==> src/rtl/packer_pkg.sv <==
// -----------------------------------------------------------------------------
// packer_pkg
// Shared constants and types for the serial nibble packer that feeds the
// 32-lane 4-bit dot-product engine.
//   NIB_W      : width of one serial nibble
//   NIB_N      : nibbles per frame
//   WORD_W     : width of an assembled frame word
//   sel_e      : frame type carried on s_sel (input or weight)
//   ENGINE_LAT : cycles from an engine issue to its completion pulse
// -----------------------------------------------------------------------------
package packer_pkg;

    localparam int NIB_W      = 4;
    localparam int NIB_N      = 32;
    localparam int WORD_W     = NIB_W * NIB_N;

    typedef enum logic {
        SEL_INPUT  = 1'b0,
        SEL_WEIGHT = 1'b1
    } sel_e;

    localparam int ENGINE_LAT = 7;

endpackage

==> src/rtl/nibble_collector.sv <==
// -----------------------------------------------------------------------------
// nibble_collector
// Assembles a serial nibble stream into frame words. Reports, in the same
// cycle as the accepting handshake, when a frame completes (with its type and
// the assembled word) or when a frame is aborted by a type switch.
// Ports:
//   clk, rst   : clock and synchronous active-high reset
//   accept     : a nibble is taken this cycle (s_valid & s_ready)
//   s_sel      : frame type of the offered nibble
//   s_data     : offered nibble; the first nibble lands in the top bits
//   at_last    : the next accepted nibble would be the last of the frame
//   done       : a frame completes this cycle
//   done_sel   : type of the completing frame
//   word       : assembled word, valid while done is high
//   abort      : the accepted nibble switched type mid-frame
// -----------------------------------------------------------------------------
module nibble_collector #(
    parameter int NIB_W = packer_pkg::NIB_W,
    parameter int NIB_N = packer_pkg::NIB_N
) (
    input  logic                   clk,
    input  logic                   rst,
    input  logic                   accept,
    input  logic                   s_sel,
    input  logic [NIB_W-1:0]       s_data,
    output logic                   at_last,
    output logic                   done,
    output packer_pkg::sel_e       done_sel,
    output logic [NIB_W*NIB_N-1:0] word,
    output logic                   abort
);

    localparam int WORD_W = NIB_W * NIB_N;
    localparam int SH_W   = WORD_W - NIB_W;
    localparam int CNT_W  = $clog2(NIB_N);

    // Only the most recent NIB_N-1 nibbles are kept: the oldest one would be
    // shifted out by the nibble that completes the frame anyway, and the
    // completing nibble itself is taken straight from s_data.
    logic [SH_W-1:0]        sh;
    logic [CNT_W-1:0]       nib_cnt;
    packer_pkg::sel_e       frame_sel;

    // Frame status decode. An abort takes priority over completion: a
    // type-switching nibble always starts a fresh frame, even at the last slot.
    always_comb begin
        at_last  = (nib_cnt == CNT_W'(NIB_N - 1));
        abort    = accept && (nib_cnt != '0) && (s_sel != frame_sel);
        done     = accept && at_last && !abort;
        done_sel = frame_sel;
        word     = {sh, s_data};
    end

    // Shift register, nibble counter and frame type. On an abort the partial
    // data is dropped and the offending nibble becomes nibble 0 of a new frame
    // of its own type. The counter wraps to zero when a frame completes.
    always_ff @(posedge clk) begin
        if (rst) begin
            sh        <= '0;
            nib_cnt   <= '0;
            frame_sel <= packer_pkg::SEL_INPUT;
        end else if (accept) begin
            if (abort) begin
                sh        <= SH_W'(s_data);
                nib_cnt   <= CNT_W'(1);
                frame_sel <= packer_pkg::sel_e'(s_sel);
            end else begin
                sh <= word[SH_W-1:0];
                if (nib_cnt == '0) begin
                    frame_sel <= packer_pkg::sel_e'(s_sel);
                end
                if (at_last) begin
                    nib_cnt <= '0;
                end else begin
                    nib_cnt <= nib_cnt + CNT_W'(1);
                end
            end
        end
    end

endmodule

==> src/rtl/serial_packer.sv <==
// -----------------------------------------------------------------------------
// serial_packer
// Upstream stage of the dot-product engine. Collects serial nibble frames into
// input (I) and weight (W) words and issues one engine job at a time,
// preserving the arrival order of weight and input frames.
// Ports:
//   clk, rst      : clock and synchronous active-high reset
//   s_valid       : a nibble is offered
//   s_sel         : frame type, 0 = input, 1 = weight
//   s_data        : nibble, first of a frame maps to the top bits
//   s_ready       : nibble accepted when s_valid & s_ready
//   ds_out_valid  : engine completion pulse
//   I, W          : held input and weight words
//   in_valid      : one-cycle input-issue pulse
//   weight_valid  : one-cycle weight-load pulse
//   err           : one-cycle frame-abort pulse
// -----------------------------------------------------------------------------
module serial_packer #(
    parameter int NIB_W = packer_pkg::NIB_W,
    parameter int NIB_N = packer_pkg::NIB_N
) (
    input  logic                   clk,
    input  logic                   rst,
    input  logic                   s_valid,
    input  logic                   s_sel,
    input  logic [NIB_W-1:0]       s_data,
    output logic                   s_ready,
    input  logic                   ds_out_valid,
    output logic [NIB_W*NIB_N-1:0] I,
    output logic [NIB_W*NIB_N-1:0] W,
    output logic                   in_valid,
    output logic                   weight_valid,
    output logic                   err
);

    localparam int WORD_W = NIB_W * NIB_N;

    logic               accept;
    logic               at_last;
    logic               done;
    logic               abort;
    packer_pkg::sel_e   done_sel;
    logic [WORD_W-1:0]  word;

    logic [WORD_W-1:0]  i_hold;
    logic [WORD_W-1:0]  w_hold;
    logic               pend;
    logic               busy;
    logic               w_loaded;

    logic               in_done;
    logic               w_done;
    logic               issue;

    nibble_collector #(
        .NIB_W (NIB_W),
        .NIB_N (NIB_N)
    ) u_collector (
        .clk      (clk),
        .rst      (rst),
        .accept   (accept),
        .s_sel    (s_sel),
        .s_data   (s_data),
        .at_last  (at_last),
        .done     (done),
        .done_sel (done_sel),
        .word     (word),
        .abort    (abort)
    );

    // A completing nibble of either type is held back while a job is waiting
    // for the engine, which keeps weight/input order intact. With no weights
    // loaded yet a weight frame may still complete, otherwise a pending input
    // could never be released.
    always_comb begin
        s_ready = !(pend && w_loaded && at_last);
        accept  = s_valid && s_ready;
    end

    // Issue decision. Completions of this cycle are folded in so that a job
    // becomes visible on in_valid the cycle right after its last nibble, and a
    // weight frame that releases a pending input issues together with
    // weight_valid (the engine then sees the new W).
    always_comb begin
        in_done = done && (done_sel == packer_pkg::SEL_INPUT);
        w_done  = done && (done_sel == packer_pkg::SEL_WEIGHT);
        issue   = (pend || in_done) && (w_loaded || w_done)
                  && (!busy || ds_out_valid);
    end

    // Word holding registers, job bookkeeping and the registered pulses.
    // busy is set by an issue and cleared by the engine's completion unless a
    // new job goes out in that same cycle; a completion while idle is ignored.
    always_ff @(posedge clk) begin
        if (rst) begin
            i_hold       <= '0;
            w_hold       <= '0;
            pend         <= 1'b0;
            busy         <= 1'b0;
            w_loaded     <= 1'b0;
            in_valid     <= 1'b0;
            weight_valid <= 1'b0;
            err          <= 1'b0;
        end else begin
            if (in_done) begin
                i_hold <= word;
            end
            if (w_done) begin
                w_hold   <= word;
                w_loaded <= 1'b1;
            end
            if (issue) begin
                pend <= 1'b0;
            end else if (in_done) begin
                pend <= 1'b1;
            end
            if (issue) begin
                busy <= 1'b1;
            end else if (ds_out_valid) begin
                busy <= 1'b0;
            end
            in_valid     <= issue;
            weight_valid <= w_done;
            err          <= abort;
        end
    end

    assign I = i_hold;
    assign W = w_hold;

endmodule

==> config.mk <==
export PLATFORM = sky130hd
export DESIGN_NAME = serial_packer
export DESIGN_NICKNAME = d
export VERILOG_FILES = /design/src/rtl/packer_pkg.sv /design/src/rtl/nibble_collector.sv /design/src/rtl/serial_packer.sv
export SDC_FILE = /design/constraint.sdc
export NUM_CORES = 1
export LEC_CHECK = 0
export CELL_PAD_IN_SITES_DETAIL_PLACEMENT = 1
export CELL_PAD_IN_SITES_GLOBAL_PLACEMENT = 1
export CORE_ASPECT_RATIO = 2
export CORE_MARGIN = 2
export CORE_UTILIZATION = 38
export DETAILED_ROUTE_END_ITERATION = 6
export MAX_ROUTING_LAYER = met4
export PLACE_DENSITY = 0.85
export SETUP_SLACK_MARGIN = 0.05
export SYNTH_ARGS = -nofsm -noshare
export SYNTH_HDL_FRONTEND = slang
export SYNTH_SLANG_ARGS = --single-unit
==> constraint.sdc <==
create_clock -name clk -period 2.6 [get_ports clk]
set_input_delay 0.39 -clock clk [delete_from_list [all_inputs] [get_ports clk]]
set_output_delay 0.39 -clock clk [all_outputs]
set_load 0.005 [all_outputs]
==> results of run 1 <==
## state kept, by name (all words and copies together) (netlist names), 5 cells and up
signal,cells
W,128
u_collector.sh,124
I,128
u_collector.nib_cnt,5
## layer usage
metal / track usage (%) / wire (um)
met3: 3.98 / 2130
met4: 9.36 / 1810
met2: 45.8 / 27000
met5: - / 0
met1: 26.5 / 18400
## cell usage in the layout, fill, tap and decap left out, types with 7 or more instances in the layout
cell	count
sky130_fd_sc_hd__dfxtp_1	391
sky130_fd_sc_hd__a21oi_1	387
sky130_fd_sc_hd__clkdlybuf4s50_1	266
sky130_fd_sc_hd__o21ai_0	259
sky130_fd_sc_hd__nand3_1	257
sky130_fd_sc_hd__nand2_1	257
sky130_fd_sc_hd__clkbuf_16	38
sky130_fd_sc_hd__buf_12	16
sky130_fd_sc_hd__clkbuf_1	8
sky130_fd_sc_hd__nor2_1	7
sky130_fd_sc_hd__clkbuf_8	7
sky130_fd_sc_hd__buf_4	7
## report_power, final
part	switching (mW)	internal (mW)	leakage, nW
sequential	0.0164	6.01	3.16
combinational	0.342	0.0721	1.96
clock	2.34	3.18	0.587
## final cells by class
class	count	area, um^2
Timing Repair Buffer	291	3060
Multi-Input combinational cell	1190	5780
Fill cell	4378	18800
Tap cell	459	574
Inverter	4	22.5
Clock buffer	53	1080
Sequential cell	392	7850
Clock inverter	9	129
## worst paths after layout
path,start,end,slack [ps],depth (start not counted)
max,u_collector.nib_cnt[1],s_ready,160,5
min,rst,w_loaded,370,3
min reg2reg,W[112],W[112],480,2
max reg2reg,u_collector.nib_cnt[1],I[49],200,8
## kinds of logic (layout without fill, tap and decap cells)
group                    after synthesis  in the layout
XOR/XNOR                               1              1
AND/OR/NAND/NOR                      534            534
flip-flops                           392            392
buffers and inverters                190            357
AO/OA/AOI/OAI                        652            652
adder cells (fa/ha/maj)                3              3
## critical path: stages, from the launching register on
cell                            delay, ps
sky130_fd_sc_hd__dfxtp_1              380
sky130_fd_sc_hd__ha_1                 250
sky130_fd_sc_hd__and3_1               230
sky130_fd_sc_hd__ha_4                 210
sky130_fd_sc_hd__nand3_4              130
sky130_fd_sc_hd__dlygate4sd2_1        330
## metrics by stage
stage                     worst slack (ps)  utilization (%)  hold WS [ps]  cell area, um^2  total power, mW
after floorplan                        557                -           450            14400             6.44
after global placement                 273             46.3           462            17300             6.57
after global routing                  31.2             49.6           401            18500             12.4
after CTS                             86.3             49.6           368            18500             12.1
final                                  157             49.6           374            18500             12.0
after detailed placement               119             46.3           469            17300             6.58
## what timing repair did
item | in CTS | in global routing
setup buffers | 0 | 0
gates resized for setup | 3 | 1
endpoints found under the setup margin | 1 | 1
pin swaps | 0 | 0
==> qor.log, run 1 <==
[run_status] result of the run complete, no violations
[clock_network] maximum level of the CTS H-tree 2
[run] max cap viols 0
[detailed_routing] drt initial violations 562
[detailed_routing] # DRC 0
[logic_synthesis] proportion of synthesized area in mux cells 0%
[timing] number of endpoints failing setup at the final stage 0
[clock_network] maximum buffer depth of the clock tree 3
[logic_synthesis] XOR/XNOR Fraction of Synth Area 0.113%
[logic_synthesis] post-synth top area cell sky130_fd_sc_hd__dfxtp_1
[global_route] global-route usage over all layers 24.9%
[critical_path] kind of start point of the critical path flop
[timing] count of endpoints failing hold in the final timing report 0
[floorplan] initial core utilization 38.6%
[timing] total negative slack for setup checks 0 ps
[logic_synthesis] main combinational cell family by area after synthesis compound AO/OA/AOI/OAI gates
[logic_synthesis] most common flop cell mapped by yosys sky130_fd_sc_hd__dfxtp_1
[detailed_routing] overall routed net length 49300 um
[global_route] antenna violations before repair 0
[timing] fin. max-slew vios 0
[timing] maximum clock skew at final layout 19.7 ps
[clock_network] CTS tree built
[logic_synthesis] main area contributors after synthesis sky130_fd_sc_hd__dfxtp_1 (55%), sky130_fd_sc_hd__a21oi_1 (13%), sky130_fd_sc_hd__o21ai_0 (9.0%)
[pwr] Peak supply drop 0.000447 V
[logic_synthesis] commonest cells in the synthesized netlist sky130_fd_sc_hd__dfxtp_1 (392), sky130_fd_sc_hd__a21oi_1 (387), sky130_fd_sc_hd__o21ai_0 (259)
[logic_synthesis] synth unique cells 32
[worst_hold_path] classification of the worst-slack hold path input pin to flop
[logic_synthesis] area fraction in compound gates after synthesis 22.9%
[timing] Max Clk Rate 409 MHz
[timing] RSZ-0062 raised after global routing false
[floorplan] CORE AREA 37300 um^2
[logic_synthesis] synthesized net count 1784
[clock_network] source-to-sink clock delay at the later pin of the worst-skew pair 530 ps
[floorplan] number of top-level design ports 269
[global_route] number of global-route vias before repair 13998
[global_route] total global routing overflow 0
[logic_synthesis] share of the synthesized area in the top cell type 54.5%
[timing] final critical path time including I/O delays and setup 2440 ps
[clock_network] clock transition time at the flip-flop clock pins of the worst setup and hold paths 60 ps
[cells_and_area] Area growth, synth to finish 28.5%
[clock_network] Clock Sink Count 392
[logic_synthesis] average instance area after synthesis 8.12 um^2
[logic_synthesis] total of warnings raised by yosys 0
[logic_synthesis] gate count after technology mapping 1772
[detailed_routing] post-route antenna net violation count 0
[global_route] wire length of the first global-routing pass 77400 um
[cells_and_area] antenna cells 0
[critical_path] endpoint arrival time on the critical path 2050 ps
[clock_network] Post-CTS Hold Buffers 0
[clock_network] number of buffers created by CTS 37
[timing] Tcrit/Tclk final 94.0%
[critical_path] Crit. End Element primary output
[floorplan] die height 279 um
[logic_synthesis] Synth Register Bits 392
[floorplan] number of rows in the core area 100
[placement] final estimated routing congestion in global placement 0.783
[logic_synthesis] Simple-Gate Fraction of Synth Area 16.5%
[floorplan] Die Width 142 um
[placement] number of input and output port buffers inserted 268
[detailed_routing] total via count after detailed routing 13660
[placement] DP Wirelength 30500 um
[cells_and_area] net total in the final layout 1928
[logic_synthesis] Post-Synth Adder-Cell Area 0.261%
[logic_synthesis] area of the mapped netlist 14400 um^2
[critical_path] path type of the worst setup path flop to primary output
[logic_synthesis] count of flip-flops with a built-in enable after synthesis 0
[detailed_routing] via/cell ratio 5.70
[placement] Placed Instances 2336
[detailed_routing] wire per inst 20.6 um
[detailed_routing] first-pass detailed-route iteration total 5
[global_route] pin count of the biggest net entering global routing 261
[logic_synthesis] fraction of registers with async set or reset after synthesis 0%
[timing] slew at the pin closest to its max-slew limit 1340 ps
[logic_synthesis] top-count cell post-synth sky130_fd_sc_hd__dfxtp_1
[critical_path] crit path max fanout 6
[pwr] leakage component of the power 5.71 nW
[critical_path] Data required, critical path 2210 ps
[floorplan] DIE AREA 39500 um^2
[logic_synthesis] part of the Yosys area used for sequential elements 54.5%
[cells_and_area] count of non-filler cells in the finished layout 2398
[timing] worst relative slew slack 10.5%
[pwr] power density over the cells 647 nW/um^2
[cells_and_area] ratio of cells with drive above 1 in the final layout 4.64%
[clock_network] CTS Root Cell sky130_fd_sc_hd__clkbuf_16
(Power assumes the default switching activity.)
==> inputs of run 2 (changes only) <==
--- a/config.mk
+++ b/config.mk
@@ -13,6 +13,7 @@
 export DETAILED_ROUTE_END_ITERATION = 6
 export MAX_ROUTING_LAYER = met4
 export PLACE_DENSITY = 0.85
+export RECOVER_POWER = 50
 export SETUP_SLACK_MARGIN = 0.05
 export SYNTH_ARGS = -nofsm -noshare
 export SYNTH_HDL_FRONTEND = slang
==> qor.log, run 2 (synthesis gave the netlist of run 1 again) <==
[timing] maximum clock skew at final layout 20.7 ps
[clock_network] CTS Root Cell sky130_fd_sc_hd__clkbuf_16
[timing] count of endpoints failing hold in the final timing report 0
[pwr] power density over the cells 647 nW/um^2
[global_route] wire length of the first global-routing pass 77400 um
[floorplan] number of rows in the core area 100
[clock_network] maximum level of the CTS H-tree 2
[cells_and_area] total of fill cells in the finished design 4380
[global_route] antenna violations before repair 0
[timing] slew at the pin closest to its max-slew limit 1380 ps
[timing] final critical path time including I/O delays and setup 2450 ps
[worst_hold_path] classification of the worst-slack hold path input pin to flop
[cells_and_area] leading cell type in the layout, fill and taps excluded sky130_fd_sc_hd__dfxtp_1
[floorplan] die height 279 um
[clock_network] buffers inserted during post-CTS setup optimization 0
[detailed_routing] via/cell ratio 5.70
[placement] number of input and output port buffers inserted 268
[cells_and_area] ratio of cells with drive above 1 in the final layout 4.59%
[pwr] leakage component of the power 6.63 nW
[pwr] Peak supply drop 0.000450 V
[floorplan] Die Width 142 um
[cells_and_area] Area growth, synth to finish 28.5%
[timing] Tcrit/Tclk final 94.2%
[cells_and_area] antenna cells 0
[timing] total negative slack for setup checks 0 ps
[floorplan] number of top-level design ports 269
[timing] Max Clk Rate 408 MHz
[detailed_routing] highest metal layer with signal wires met4
[clock_network] number of buffers created by CTS 37
[global_route] global-route usage over all layers 24.9%
[clock_network] CTS tree built
[detailed_routing] first-pass detailed-route iteration total 6
[run] max cap viols 0
[detailed_routing] wire length on met3 2060 um
[timing] worst relative slew slack 7.88%
[critical_path] crit path max fanout 6
[detailed_routing] total via count after detailed routing 13680
[timing] RSZ-0062 raised after global routing false
[detailed_routing] post-route antenna net violation count 0
[clock_network] Clock Sink Count 392
[timing] WHS 375 ps
[global_route] number of global-route vias before repair 13998
[global_route] pin count of the biggest net entering global routing 261
[run_status] result of the run complete, no violations
[placement] final estimated routing congestion in global placement 0.783
[clock_network] maximum buffer depth of the clock tree 3
[detailed_routing] met1 WL 18400 um
[cells_and_area] net total in the final layout 1928
[critical_path] endpoint arrival time on the critical path 2060 ps
[critical_path] path type of the worst setup path flop to primary output
[critical_path] Crit. End Element primary output
[floorplan] DIE AREA 39500 um^2
[detailed_routing] wire per inst 20.5 um
[critical_path] kind of start point of the critical path flop
[detailed_routing] length of routed met2 wiring 26900 um
[timing] fin. max-slew vios 0
[clock_network] source-to-sink clock delay at the later pin of the worst-skew pair 530 ps
[timing] number of endpoints failing setup at the final stage 0
[clock_network] clock transition time at the flip-flop clock pins of the worst setup and hold paths 60 ps
[detailed_routing] drt initial violations 570
[global_route] total global routing overflow 0
[critical_path] Data required, critical path 2210 ps
[detailed_routing] # DRC 0
[detailed_routing] overall routed net length 49200 um
[floorplan] CORE AREA 37300 um^2
[cells_and_area] commonest cells after routing, fill and taps aside sky130_fd_sc_hd__dfxtp_1 (391), sky130_fd_sc_hd__a21oi_1 (387), sky130_fd_sc_hd__o21ai_0 (259), sky130_fd_sc_hd__dlygate4sd3_1 (259)
[placement] DP Wirelength 30500 um
[floorplan] initial core utilization 38.6%
==> run 2: changes by cell type in the layout (fill, tap and decap cells not counted), sizes merged <==
| cell | previous run | this run |
|---|---|---|
| clkdlybuf4s50 | 266 | 7 |
| clkbuf | 53 | 54 |
| buf | 24 | 23 |
| dlygate4sd3 | 0 | 259 |
==> run 2: power by group <==
| part | switching, mW | total [mW] | internal, mW |
|---|---|---|---|
| logic | 0.342 | 0.411 | 0.0698 |
| clock network | 2.34 | 5.52 | 3.18 |
| registers | 0.0165 | 6.03 | 6.01 |
==> run 2: repair_timing <==
action / in CTS / in global routing
setup endpoints to repair: 1 / 1
hold buffers: 0 / 0
gates resized for setup: 3 / 1
==> run 2: through the flow <==
| step | setup slack [ps] | area, um^2 | total power, mW | cells | utilization, % |
|---|---|---|---|---|---|
| 2_1_floorplan | 557 | 14400 | 6.44 | 1772 | - |
| 3_3_place_gp | 273 | 17300 | 6.57 | 2336 | 46.3 |
| 3_5_place_dp | 119 | 17300 | 6.58 | 2336 | 46.3 |
| 4_1_cts | 86.3 | 18500 | 12.1 | 2398 | 49.6 |
| 5_1_grt | 31.4 | 18500 | 12.4 | 2398 | 49.6 |
| 6_report | 151 | 18500 | 12.0 | 2398 | 49.6 |
==> run 2: worst max-delay path: stages, from the launching register on <==
cell and delay (ps):
sky130_fd_sc_hd__dfxtp_1 390, sky130_fd_sc_hd__ha_1 250, sky130_fd_sc_hd__and3_1 230, sky130_fd_sc_hd__ha_4 210
sky130_fd_sc_hd__nand3_4 130, sky130_fd_sc_hd__dlygate4sd2_1 330
==> run 2: final cells by class <==
cell class                 instances  area, um^2  share of cell area [%]
clock buffer                      53        1080                    5.83
clock inverter                     9         129                   0.697
inverter                           4        22.5                   0.122
multi-input combinational       1190        5780                    31.2
sequential                       392        7850                    42.5
tap                              459         574                    3.11
timing repair buffer             291        3060                    16.5
==> run 2: layer usage <==
metal / up-vias / GRT usage, %
met4: 0 / 9.36
met5: - / -
li1: 6421 / -
met2: 310 / 45.8
met3: 108 / 3.98
met1: 6841 / 26.5
==> run 2: path summary, 6_finish.rpt <==
check / startpoint / to / slack, ps / depth (start not counted)
min reg2reg: W[112] / W[112] / 470 / 2
min: rst / w_loaded / 380 / 3
max reg2reg: u_collector.nib_cnt[0] / W[44] / 210 / 7
max: u_collector.nib_cnt[1] / s_ready / 150 / 5
==> inputs of run 3 (changes only) <==
--- a/config.mk
+++ b/config.mk
@@ -5,10 +5,11 @@
 export SDC_FILE = /design/constraint.sdc
 export NUM_CORES = 1
 export LEC_CHECK = 0
+export CAP_MARGIN = 20
 export CELL_PAD_IN_SITES_DETAIL_PLACEMENT = 1
 export CELL_PAD_IN_SITES_GLOBAL_PLACEMENT = 1
 export CORE_ASPECT_RATIO = 2
-export CORE_MARGIN = 2
+export CORE_MARGIN = 1
 export CORE_UTILIZATION = 38
 export DETAILED_ROUTE_END_ITERATION = 6
 export MAX_ROUTING_LAYER = met4
==> qor.log, run 3 (synthesis gave the netlist of run 1 again) <==
[run_status] result of the run complete, no violations
[critical_path] Reg-to-Reg Start u_collector.nib_cnt[0]
[critical_path] kind of start point of the critical path flop
[worst_hold_path] classification of the worst-slack hold path input pin to flop
[run] max cap viols 0
[pwr] power density over the cells 642 nW/um^2
[timing] maximum clock skew at final layout 20.4 ps
[clock_network] maximum level of the CTS H-tree 2
[critical_path] FF-to-FF setup slack 280 ps
[pwr] sequential share of power 50.4%
[critical_path] crit path cell chain ha_1 > and3_1 > ha_4 > nand3_4 > dlygate4sd2_1
[clock_network] Post-CTS Hold Buffers 0
[global_route] number of global-route vias before repair 13885
[timing] slew at the pin closest to its max-slew limit 822 ps
[detailed_routing] wire per inst 20.0 um
[pwr] Peak supply drop 0.000455 V
[detailed_routing] wire length on met3 1910 um
[cells_and_area] Area growth, synth to finish 29.5%
[clock_network] CTS tree built
[floorplan] CORE AREA 37300 um^2
[pwr] Logic pwr share 3.5%
[timing] fin. max-slew vios 0
[critical_path] Crit. End Element primary output
[clock_network] number of buffers created by CTS 36
[pwr] proportion of power drawn by the clock network 46.2%
[timing] total negative slack for setup checks 0 ps
[pwr] total internal power 9.28 mW
[floorplan] Die Width 140 um
[placement] number of input and output port buffers inserted 268
[pwr] switching part of the total 22.5%
[critical_path] Setup crit start u_collector.nib_cnt[1]
[floorplan] die height 277 um
[critical_path] crit path max fanout 6
[detailed_routing] length of routed met2 wiring 26000 um
[floorplan] DIE AREA 38700 um^2
[timing] RSZ-0062 raised after global routing false
[clock_network] Clock Sink Count 392
[cells_and_area] ratio of cells with drive above 1 in the final layout 5.33%
[critical_path] Data required, critical path 2210 ps
[critical_path] endpoint arrival time on the critical path 2000 ps
[timing] worst relative slew slack 45.2%
[clock_network] source-to-sink clock delay at the later pin of the worst-skew pair 530 ps
[floorplan] initial core utilization 38.6%
[detailed_routing] total via count after detailed routing 13576
[timing] WHS 236 ps
[timing] number of endpoints failing setup at the final stage 0
[clock_network] clock transition time at the flip-flop clock pins of the worst setup and hold paths 70 ps
[detailed_routing] drt initial violations 692
[clock_network] maximum buffer depth of the clock tree 3
[worst_hold_path] hold path startpoint rst
[critical_path] Largest stage delay, worst path 380 ps
[floorplan] number of rows in the core area 100
[floorplan] number of top-level design ports 269
[cells_and_area] leading cell type in the layout, fill and taps excluded sky130_fd_sc_hd__dfxtp_1
[timing] Tcrit/Tclk final 91.8%
[timing] count of endpoints failing hold in the final timing report 0
[global_route] antenna violations before repair 1
[clock_network] buffers inserted during post-CTS setup optimization 0
[detailed_routing] overall routed net length 48100 um
[detailed_routing] met1 WL 18200 um
[detailed_routing] first-pass detailed-route iteration total 5
[clock_network] CTS Root Cell sky130_fd_sc_hd__clkbuf_16
[global_route] wire length of the first global-routing pass 76500 um
[cells_and_area] net total in the final layout 1939
[global_route] global-route usage over all layers 25.4%
[pwr] overall power 12.0 mW
[placement] DP Wirelength 31200 um
[critical_path] path type of the worst setup path flop to primary output
[cells_and_area] commonest cells after routing, fill and taps aside sky130_fd_sc_hd__dfxtp_1 (391), sky130_fd_sc_hd__a21oi_1 (387), sky130_fd_sc_hd__o21ai_0 (259), sky130_fd_sc_hd__dlygate4sd3_1 (259)
[timing] final critical path time including I/O delays and setup 2390 ps
[placement] cell area after placement 17400 um^2
[placement] final estimated routing congestion in global placement 0.848
[detailed_routing] highest metal layer with signal wires met4
[timing] Max Clk Rate 419 MHz
[cells_and_area] area of all placed cells without fillers 18600 um^2
[global_route] total global routing overflow 0
[clock_network] Resized cells post-CTS 4
[pwr] net switching component of the power 2.69 mW
[cells_and_area] total of fill cells in the finished design 4389
[detailed_routing] post-route antenna net violation count 0
[detailed_routing] via/cell ratio 5.63
[pwr] leakage component of the power 6.72 nW
[critical_path] critical-path cell with the highest stage delay sky130_fd_sc_hd__dfxtp_1
[detailed_routing] # DRC 0
[global_route] pin count of the biggest net entering global routing 184
==> run 3: final timing paths <==
path         endpoint  depth (start not counted)
max reg2reg    W[119]                          9
max           s_ready                          5
min            I[100]                          2
min reg2reg    I[110]                          2
==> run 3: layout make-up <==
class / count / area (um^2) / share of cell area (%)
clock inverters: 14 / 180 / 0.967
diodes: 1 / 2.50 / 0.0134
well taps: 459 / 574 / 3.08
flip-flops and latches: 392 / 7850 / 42.1
clock buffers: 49 / 1030 / 5.53
repair buffers: 303 / 3180 / 17.1
inverters: 4 / 22.5 / 0.121
multi-input cells: 1190 / 5780 / 31.0
==> run 3: per-stage QoR <==
step                      std cells  setup WS [ps]  utilization (%)
after floorplan                1772            557                -
after global placement         2348            265             46.7
after detailed placement       2348            121             46.7
after CTS                      2411            185             50.0
after global routing           2412            118             50.0
final                          2412            214             50.0
==> run 3: routing by layer <==
layer / global-route usage, % / vias to the layer above
met2: 47.2 / 318
met1: 26.2 / 6709
met4: 10.7 / 0
met5: - / -
li1: - / 6445
met3: 3.79 / 104
==> run 3: power groups by stage <==
stage / registers [mW] / clock network, mW / logic, mW
detailed placement: 6.17 / 0 / 0.415
finish: 6.03 / 5.53 / 0.414
floorplan: 6.16 / 0 / 0.280
global placement: 6.16 / 0 / 0.404
global route: 6.02 / 5.85 / 0.447
CTS: 6.03 / 5.63 / 0.417
==> run 3: critical path: cells and delay by family, from the launching register on <==
kind / cells / cell delay, ps
AND/OR/NAND/NOR: 2 / 360
flip-flops: 1 / 380
adder cells (fa/ha/maj): 2 / 430
buffers and inverters: 1 / 320
